## src/rtl/pool2x2_stream.sv

```systemverilog
// Streaming 2x2 stride-2 max/avg pooling over a row-major pixel stream.
// Even rows leave horizontal pair results in a line buffer; odd rows finish each window.
module pool2x2_stream #(
  parameter int unsigned DATA_WIDTH = 8,
  parameter int unsigned IMG_W      = 28,
  parameter int unsigned IMG_H      = 28
) (
  input  logic                  clk,
  input  logic                  rst,
  input  logic                  mode,
  input  logic [DATA_WIDTH-1:0] in_data,
  input  logic                  in_valid,
  output logic                  in_ready,
  output logic [DATA_WIDTH-1:0] out_data,
  output logic                  out_valid,
  input  logic                  out_ready,
  output logic                  frame_done
);

  localparam int unsigned COL_W = (IMG_W > 2) ? $clog2(IMG_W) : 1;
  localparam int unsigned ROW_W = (IMG_H > 2) ? $clog2(IMG_H) : 1;
  localparam int unsigned LB_N  = IMG_W / 2;
  localparam int unsigned LB_AW = (LB_N > 1) ? $clog2(LB_N) : 1;
  localparam logic [COL_W-1:0] COL_LAST = COL_W'(IMG_W - 1);
  localparam logic [ROW_W-1:0] ROW_LAST = ROW_W'(IMG_H - 1);

  logic [COL_W-1:0]             col_q, col_d;
  logic [ROW_W-1:0]             row_q, row_d;
  logic                         mode_q, mode_d;
  logic signed [DATA_WIDTH-1:0] h_hold_q, h_hold_d;
  logic [DATA_WIDTH-1:0]        out_data_q, out_data_d;
  logic                         out_valid_q, out_valid_d;
  logic                         out_last_q, out_last_d;
  logic signed [DATA_WIDTH:0]   lb_q [LB_N];

  logic                         accept_c;
  logic                         lb_we_c;
  logic [LB_AW-1:0]             lb_idx_c;
  logic signed [DATA_WIDTH:0]   h_ext_c, x_ext_c, pair_c, lb_rd_c, win_max_c;
  logic signed [DATA_WIDTH+1:0] win_sum_c;
  logic [DATA_WIDTH-1:0]        win_c;
  logic                         unused_bits_c;

  assign in_ready   = !out_valid_q || out_ready;
  assign accept_c   = in_valid && in_ready;
  assign out_data   = out_data_q;
  assign out_valid  = out_valid_q;
  assign frame_done = out_valid_q && out_ready && out_last_q;

  // Pair and window datapath; widths are chosen so neither sum can overflow.
  always_comb begin
    lb_idx_c  = LB_AW'(col_q >> 1);
    h_ext_c   = $signed({h_hold_q[DATA_WIDTH-1], h_hold_q});
    x_ext_c   = $signed({in_data[DATA_WIDTH-1], in_data});
    pair_c    = mode_q ? ((h_ext_c > x_ext_c) ? h_ext_c : x_ext_c) : (h_ext_c + x_ext_c);
    lb_rd_c   = lb_q[lb_idx_c];
    win_max_c = (pair_c > lb_rd_c) ? pair_c : lb_rd_c;
    win_sum_c = $signed({pair_c[DATA_WIDTH], pair_c}) + $signed({lb_rd_c[DATA_WIDTH], lb_rd_c});
    // Dropping the two LSBs of the signed sum is the floor divide by four.
    win_c     = mode_q ? win_max_c[DATA_WIDTH-1:0] : win_sum_c[DATA_WIDTH+1:2];
    unused_bits_c = ^{win_max_c[DATA_WIDTH], win_sum_c[1:0]};
  end

  // Position counters, mode latch, hold register and output register control.
  always_comb begin
    col_d       = col_q;
    row_d       = row_q;
    mode_d      = mode_q;
    h_hold_d    = h_hold_q;
    out_data_d  = out_data_q;
    out_valid_d = out_valid_q;
    out_last_d  = out_last_q;
    lb_we_c     = 1'b0;

    if (out_valid_q && out_ready) begin
      out_valid_d = 1'b0;
      out_last_d  = 1'b0;
    end

    if (accept_c) begin
      if (row_q == '0 && col_q == '0) mode_d = mode;

      if (col_q == COL_LAST) begin
        col_d = '0;
        row_d = (row_q == ROW_LAST) ? '0 : row_q + ROW_W'(1);
      end else begin
        col_d = col_q + COL_W'(1);
      end

      if (!col_q[0]) begin
        h_hold_d = $signed(in_data);
      end else if (!row_q[0]) begin
        lb_we_c = 1'b1;
      end else begin
        out_data_d  = win_c;
        out_valid_d = 1'b1;
        out_last_d  = (row_q == ROW_LAST) && (col_q == COL_LAST);
      end
    end
  end

  always_ff @(posedge clk) begin
    if (rst) begin
      col_q       <= '0;
      row_q       <= '0;
      mode_q      <= 1'b1;
      h_hold_q    <= '0;
      out_data_q  <= '0;
      out_valid_q <= 1'b0;
      out_last_q  <= 1'b0;
    end else begin
      col_q       <= col_d;
      row_q       <= row_d;
      mode_q      <= mode_d;
      h_hold_q    <= h_hold_d;
      out_data_q  <= out_data_d;
      out_valid_q <= out_valid_d;
      out_last_q  <= out_last_d;
    end
  end

  // Line buffer contents need no reset: every entry is rewritten on an even row before use.
  always_ff @(posedge clk) begin
    if (lb_we_c) lb_q[lb_idx_c] <= pair_c;
  end

endmodule

```

## config.mk

```make
export PLATFORM = sky130hd
export DESIGN_NAME = pool2x2_stream
export DESIGN_NICKNAME = d
export VERILOG_FILES = /design/src/rtl/pool2x2_stream.sv
export SDC_FILE = /design/constraint.sdc
export NUM_CORES = 1
export LEC_CHECK = 0
export CORE_ASPECT_RATIO = 1.25
export CORE_UTILIZATION = 25
export CTS_CLUSTER_DIAMETER = 120
export CTS_CLUSTER_SIZE = 28
export DETAILED_ROUTE_END_ITERATION = 16
export GPL_ROUTABILITY_DRIVEN = 0
export GPL_TIMING_DRIVEN = 0
export PLACE_DENSITY = 0.48
export SLEW_MARGIN = 20
export SYNTH_ARGS = -nofsm -noshare
export SYNTH_HDL_FRONTEND = slang
export SYNTH_SLANG_ARGS = --single-unit
```

## constraint.sdc

```tcl
create_clock -name clk -period 3.9 [get_ports clk]
set_input_delay 0.39 -clock clk [delete_from_list [all_inputs] [get_ports clk]]
set_output_delay 0.39 -clock clk [all_outputs]
set_load 0.01 [all_outputs]
```

# == Word-level counts from Yosys, hierarchy flattened ==
# Memories as Yosys holds them, arrays and structs flattened. A register that Yosys moved wholly into a read port is not among the register bits.
# Index checks and enable logic that the tools add are counted.
# totals
wordCells,51
memories,1
regBits,29
ram_bits,126
out_inout_bits,11
# op_classes
order_cmp,2
muxes,21
eq_ne,2
n_reduce_logical,13
bitwise,1
add_sub_neg,4
# mem_list
name,depth,width,read_ports,rd_ports_with_merged_regs,write_ports,line,source
lb_q,14,9,1,1,1,34,logic signed [DATA_WIDTH:0] lb_q [LB_N];
# op_table
op,n
9-bit two-way mux,2
8-bit two-way mux,2
1-bit two-way mux,13
"5-bit by 1-bit adder with 5-bit output, second input constant",2
9-bit by 9-bit adder with 10-bit output,1
"5-bit equality test, second input constant",2
5-bit zero test,2
5-bit two-way mux,2
8-bit by 8-bit adder with 9-bit output,1
9-bit greater-than comparator,1
8-bit greater-than comparator,1
4-bit two-way mux,2
2-bit AND reduction,3
1-bit logical AND,5
3-bit AND reduction,1
1-bit zero test,1
1-bit logical OR,1
1-bit NOT,1

# == Logic depth before layout (Yosys ltp) ==
# Gate-level depths: netlist of run 1.
# depth
depth_word,6
mapped_depth,19

# == Worst setup path before layout of run 1 ==
# No wires, ideal clock.
# synth_timing
path_kind,input port to flip-flop
start,input port in_data[7]
end,"register out_data_q[2], in the netlist out_data[2]"
path_slack_ps,-282
cell_stages,18
required_time_ps,3812
arrival_ps,4094
n_path_buf,2
path_cell_list,inv_1 > ha_1 > buf_6 > nand4_2 > or3_2 > nand2b_1 > a31oi_1 > a31o_2 > mux2i_1 > ha_1 > o21ai_0 > nor3_1 > o21ai_0 > a221oi_2 > clkbuf_1 > mux2i_1 > nor2_1 > nor4_2
# synth_via
elab_chain_cells,6
word_cells_on_any_way,8
cone_classes,add/sub: 2; order compare: 2; mux: 4
# synth_lines
element,line,source
"start, declared",11,"input logic [DATA_WIDTH-1:0] in_data,"
8-bit greater-than comparator,55,pair_c = mode_q ? ((h_ext_c > x_ext_c) ? h_ext_c : x_ext_c) : (h_ext_c + x_ext_c);
9-bit two-way mux,55,
9-bit two-way mux *,55,
via pair_c[7],39,"logic signed [DATA_WIDTH:0] h_ext_c, x_ext_c, pair_c, lb_rd_c, win_max_c;"
9-bit greater-than comparator *,57,win_max_c = (pair_c > lb_rd_c) ? pair_c : lb_rd_c;
8-bit two-way mux *,57,
8-bit two-way mux *,60,win_c = mode_q ? win_max_c[DATA_WIDTH-1:0] : win_sum_c[DATA_WIDTH+1:2];
"end signal, assigned",116,out_data_q <= out_data_d;
"end, declared",31,"logic [DATA_WIDTH-1:0] out_data_q, out_data_d;"
# The timed path passes the listed nets; every way through them passes the cells marked *.
# A chain may end at the register's enable or synchronous reset.

# == Worst setup path after layout of run 1 ==
# layout_timing
start,register h_hold_q[7]
end,"register out_data_q[7], in the netlist out_data[7]"
# layout_via
elab_chain_cells,6
word_cells_on_any_way,8
cone_classes,add/sub: 2; order compare: 2; mux: 4
# layout_lines
element,line,source
"start, declared",30,"logic signed [DATA_WIDTH-1:0] h_hold_q, h_hold_d;"
"start signal, assigned",115,h_hold_q <= h_hold_d;
8-bit greater-than comparator *,55,
9-bit two-way mux * (2 in series),55,
via pair_c[0],39,
9-bit greater-than comparator,57,
8-bit two-way mux,57,
8-bit two-way mux *,60,
# Marked as above.

==> results of run 1 <==
==> registers in the layout, summed over array words and instances, names as in the netlist, named ones only <==
signal      flops
col_q           5
lb_q          126
out_data        8
mode_q          1
row_q           5
h_hold_q        8
out_valid       1
out_last_q      1
==> cell type report <==
type                       count  area [sq um]
sequential                   159          4450
multi-input combinational    367          3360
clock inverter                14           230
clock buffer                  18           429
fill                        3058         20300
tap                          401           502
buffer                        27           146
timing repair buffer          56           467
inverter                      32           120
==> worst paths after layout <==
kind,startpoint,end,slack [ps],cells past startpoint
setup / recovery,h_hold_q[7]$_SDFFE_PP0P_,out_data[7]$_SDFFE_PP0P_,140,17
hold / removal,in_data[2],h_hold_q[2]$_SDFFE_PP0P_,290,3
setup reg to reg,h_hold_q[7]$_SDFFE_PP0P_,out_data[7]$_SDFFE_PP0P_,140,17
hold reg to reg,out_last_q$_SDFF_PP0_,out_last_q$_SDFF_PP0_,480,2
==> worst min-delay path, stage by stage <==
cell      delay [ps]
clkbuf_2         150
nand2_1           80
a21oi_1           50
==> metal layers <==
metal	vias up	routed length, um
met5	-	0
met4	0	253
met3	15	373
met2	57	9820
met1	2369	7900
li1	2334	-
==> power breakdown <==
| group | internal, mW | total [mW] | leakage, nW | switching, mW |
|---|---|---|---|---|
| logic | 0.339 | 0.749 | 1.52 | 0.409 |
| registers | 1.90 | 1.91 | 1.41 | 0.0123 |
| clock network | 1.15 | 1.86 | 0.321 | 0.713 |
==> kinds of logic (layout without fill, tap and decap cells) <==
group                    after synthesis  in the layout  share of synthesized area, %
flip-flops                           159            159                          58.3
AND/OR/NAND/NOR                      154            154                          9.65
AO/OA/AOI/OAI                         98             98                          7.85
multiplexers                          64             64                          13.1
buffers and inverters                 59            147                          3.25
adder cells (fa/ha/maj)               39             39                          6.50
XOR/XNOR                              12             12                          1.38
==> placed cells by master, fill, tap and decap left out, types with 5 or more instances in the layout <==
cell type	count
a211oi_1	5
a21oi_1	39
a21oi_2	7
buf_2	6
buf_4	33
bufinv_16	5
clkbuf_1	15
clkbuf_16	17
clkdlybuf4s50_1	15
dfxtp_1	27
dfxtp_2	6
dlygate4sd2_1	5
edfxtp_1	126
ha_1	26
ha_4	12
inv_1	32
mux2i_1	18
mux2i_4	10
mux4_2	28
nand2_1	35
nand2b_1	9
nand3_1	8
nor2_1	55
nor3_1	14
nor3_2	6
o21ai_0	18
xnor2_1	7
xor2_1	5
==> metrics by stage <==
step / worst slack [ps] / cell area, sq um
after floorplan: -19.4 / 7650
after global placement: -1670 / 8380
after detailed placement: -1660 / 8470
after CTS: 0.760 / 9590
after global routing: -86.8 / 9710
final: 136 / 9710
==> what timing repair did <==
action                     in CTS  in global routing
pin swaps                      10                 10
setup endpoints to repair       8                  8
setup buffers                  20                  6
gates resized for setup        60                 20
==> results.yml, run 1 <==
yosys:
  ys.flop_type: "edfxtp_1"
  synth_cell_types: 56
  synth_seq_cells: 159
  syn_nets: 637
  ys_seq_area_share_pct: 58.3
  avgSynthCellArea_sq_um: 13.0
  ys_top_cells_by_count: "edfxtp_1 (126), nor2_1 (56), a21oi_1 (49)"
  ys_top_cells_by_area: "edfxtp_1 (50%), dfxtp_1 (8.7%), mux4_2 (8.3%)"
  synth_top_area_share_pct: 49.6
  yosysWarnings: 0
  syn_area_sq_um: 7620
  synth_edf_count: 126
  yosysMostFrequentCell: "edfxtp_1"
  yosysTopAreaCell: "edfxtp_1"
  synthCells: 585
  async_flop_share_pct: 0
global_route:
  grt_max_degree: 17
  grt_antenna_before_repair: 0
  met3_usage_pct: 2.19
  grt_pass1_vias: 5035
  top_usage_layer: "met2"
  grt-ovfl-total: 0
  grtUsageTotal_pct: 12.7
  grt_first_pass_wirelength_mm: 29.0
  grtUsageMet2_pct: 22.9
  gr-usage-met1_pct: 14.9
sta:
  finClkSkew_ps: 13.2
  min_period_over_period_pct: 96.5
  period_minus_slack_ps: 3760
  setup_viol: 0
  final_max_slew_viol_count: 0
  tightest_slew_ps: 1070
  setup_tns_ps: 0
  max_freq_ghz: 0.266
  fin_hold_ws_ps: 291
  rsz0062_at_grt: "true"
  relSlewSlack_pct: 28.4
  hold_viol_final: 0
clocking:
  cts_sinks: 159
  cts.htree.levels: 4
  path_clk_slew_ps: 70
  postCtsHoldBufs: 0
  root_buffer: "clkbuf_16"
  cts_tree: "yes"
  insertion_delay_ps: 440
  cts_buffers: 17
  clockBufferDepth: 2
placed_design:
  hpwl_mm: 13.1
  dp.cells: 1016
  port_buffers: 23
worst_setup_path:
  required_ps: 4260
  path_cells: "ha_1, buf_6, nand4_4, a211o_4, a31oi_4, buf_6, mux2i_2, mux2i_4, buf_4, ha_1, nand4b_1, nor3_2, a221oi_2, clkbuf_8, buf_4, mux2_2, o21ai_1"
  end_kind: "flip-flop"
  cp.arrival_ps: 4130
  cp_top_family: "compound AO/OA/AOI/OAI gates"
  worstSetupPathType: "reg -> reg"
  slowest_delay_ps: 350
  cp_max_fo: 7
  cp-start-kind: "flip-flop"
  critPathBufInv: 5
  cp_slowest_cell: "a211o_4"
final_layout:
  diodes: 0
  drive_gt1_share_pct: 25.7
  final_util_pct: 32.3
  areaGrowthSynthToFinish_pct: 27.3
  final_cells: 1074
  fin_nets: 712
die:
  dieWidth_um: 158
  die_y_um: 197
  dieArea_sq_um: 31200
  rows: 71
  initial_core_util_pct: 25.4
  ios: 24
  core_sq_um: 30000
job:
  cap_violations: 0
routing:
  drc: 0
  ant_nets: 0
  routedWlPerCell_um: 17.1
  viasPerCell: 4.45
  drtIter0Drc: 266
  num_vias: 4775
  wirelength_mm: 18.4
  firstDrtPassIters: 4
pwr:
  powerDensity_nw_per_um2: 466
  p_leak_nw: 3.25
  fin_total_pwr_mw: 4.52
  peakVddDrop_v: 0.000325
worst_hold_path:
  hp-class: "in -> reg"
outcome:
  status: "finished, final reports clean"
Power figures use the tool's default switching activity.
==> run 2, diff against run 1 <==
- PLACE_DENSITY: 0.48 -> 0.46
- SLEW_MARGIN: 20 -> 40
- clock period: 3.9 -> 3.54 ns (I/O delays scaled with it)
==> results.yml, run 2 (same netlist as run 1, synthesis figures left out) <==
final_layout:
  areaGrowthSynthToFinish_pct: 33.7
  top_register: "lb_q"
  drive_gt1_share_pct: 35.0
  n_fill_cell: 2943
  diodes: 0
  final_common_cell: "edfxtp_1"
  largest_reg_flops: 126
  layout_common_cells: "edfxtp_1 (126), buf_4 (48), nor2_1 (43)"
  final_cells: 1099
  fin_nets: 737
sta:
  rsz0062_at_grt: "true"
  setup_tns_ps: -1040
  tightest_slew_ps: 723
  final_max_slew_viol_count: 0
  finClkSkew_ps: 9.42
  setup_viol: 8
  relSlewSlack_pct: 51.7
  hold_viol_final: 0
  min_period_over_period_pct: 105
  fin_hold_ws_ps: 232
  period_minus_slack_ps: 3730
  max_freq_ghz: 0.268
  setup_ws_ps: -187
pwr:
  p_leak_nw: 3.42
  powerDensity_nw_per_um2: 493
  peakVddDrop_v: 0.000273
  p_switching_mw: 1.37
  p_comb_share_pct: 20.5
  sw_frac_of_total_pct: 27.2
  p_seq_share_pct: 41.8
  fin_total_pwr_mw: 5.03
  intPower_mw: 3.66
  clkPwrFrac_pct: 37.7
global_route:
  grtUsageTotal_pct: 13.1
  gr-usage-met1_pct: 15.4
  top_usage_layer: "met2"
  grt_first_pass_wirelength_mm: 30.4
  grt_antenna_before_repair: 0
  grt-ovfl-total: 0
  grtUsageMet2_pct: 23.6
  grt_max_degree: 17
  grt_pass1_vias: 5363
  met3_usage_pct: 2.26
clocking:
  cts_tree: "yes"
  insertion_delay_ps: 430
  clockBufferDepth: 2
  cts_sinks: 159
  postCtsHoldBufs: 0
  cts_buffers: 17
  path_clk_slew_ps: 70
  cts.htree.levels: 4
  root_buffer: "clkbuf_16"
placed_design:
  hpwl_mm: 13.6
  port_buffers: 23
  post-place-ws_ps: -1490
  dp.cells: 1016
die:
  dieArea_sq_um: 31200
  initial_core_util_pct: 25.4
  die_y_um: 197
  core_sq_um: 30000
  dieWidth_um: 158
  rows: 71
  ios: 24
outcome:
  status: "complete, but fails checks"
  violations: "setup timing"
worst_setup_path:
  cp-start-kind: "flip-flop"
  required_ps: 3880
  timing.rr.start: "h_hold_q[6]$_SDFFE_PP0P_"
  rrSetupSlack_ps: -190
  cp.arrival_ps: 4070
  crit_start: "h_hold_q[6]$_SDFFE_PP0P_"
  worstSetupPathType: "reg -> reg"
  cp_max_fo: 5
  end_kind: "flip-flop"
job:
  cap_violations: 0
routing:
  viasPerCell: 4.58
  routedWlPerCell_um: 17.5
  drc: 0
  firstDrtPassIters: 4
  wirelength_mm: 19.2
  drtIter0Drc: 266
  ant_nets: 0
  num_vias: 5028
worst_hold_path:
  hp-class: "in -> reg"
  hp-start: "in_data[6]"
## run 2: power groups by stage
stage                     logic (mW)  registers, mW  clock network, mW
final                           1.03           2.10               1.89
after global routing            1.11           2.10               1.99
after CTS                      0.963           2.10               1.93
after detailed placement       0.702           2.14                  0
after global placement         0.689           2.14                  0
after floorplan                0.506           2.14                  0
## run 2: final cells by class
| cell class | count | area (sq um) | area share [%] |
|---|---|---|---|
| buffer | 26 | 146 | 1.44 |
| timing repair buffer | 82 | 717 | 7.04 |
| tap | 401 | 502 | 4.93 |
| inverter | 32 | 133 | 1.30 |
| multi-input combinational | 367 | 3620 | 35.5 |
| clock inverter | 15 | 179 | 1.76 |
| sequential | 159 | 4470 | 43.9 |
| clock buffer | 17 | 425 | 4.18 |
## run 2: timing repair
action / in CTS / in global routing
pin swaps: 28 / 24
resized for setup: 83 / 31
buffers inserted: 42 / 10
endpoints found under the hold margin: 0 / 0
endpoints found under the setup margin: 8 / 8
## run 2: final timing paths
| path | end | cells past startpoint |
|---|---|---|
| max | out_data[1]$_SDFFE_PP0P_ | 18 |
| min | h_hold_q[6]$_SDFFE_PP0P_ | 3 |
| max reg2reg | out_data[1]$_SDFFE_PP0P_ | 18 |
| min reg2reg | out_last_q$_SDFF_PP0_ | 2 |
## run 2: stage by stage
| step | instance area, sq um | utilization [%] |
|---|---|---|
| 2_1_floorplan | 7880 | - |
| 3_3_place_gp | 8610 | 28.7 |
| 3_5_place_dp | 8710 | 29.0 |
| 4_1_cts | 9990 | 33.3 |
| 5_1_grt | 10200 | 33.9 |
| 6_report | 10200 | 33.9 |
## run 2: critical path, stage by stage, from the launching register on
cell and delay, ps:
dfxtp_4 350, ha_4 280, nand4_4 140, a211o_4 310, a31oi_4 210, buf_12 160, buf_12 130, mux2i_4 270
a21oi_4 100, ha_4 310, nand2b_4 50, a21oi_2 120, o21ai_2 70, a221oi_2 300, clkbuf_8 220, buf_12 110
mux2i_4 220, nor2_2 60, nor4_2 210
## run 2: routing by layer
layer / vias up / wire length [um]
met4: 0 / 397
met5: - / 0
li1: 2377 / -
met1: 2553 / 8170
met3: 29 / 362
met2: 69 / 10300
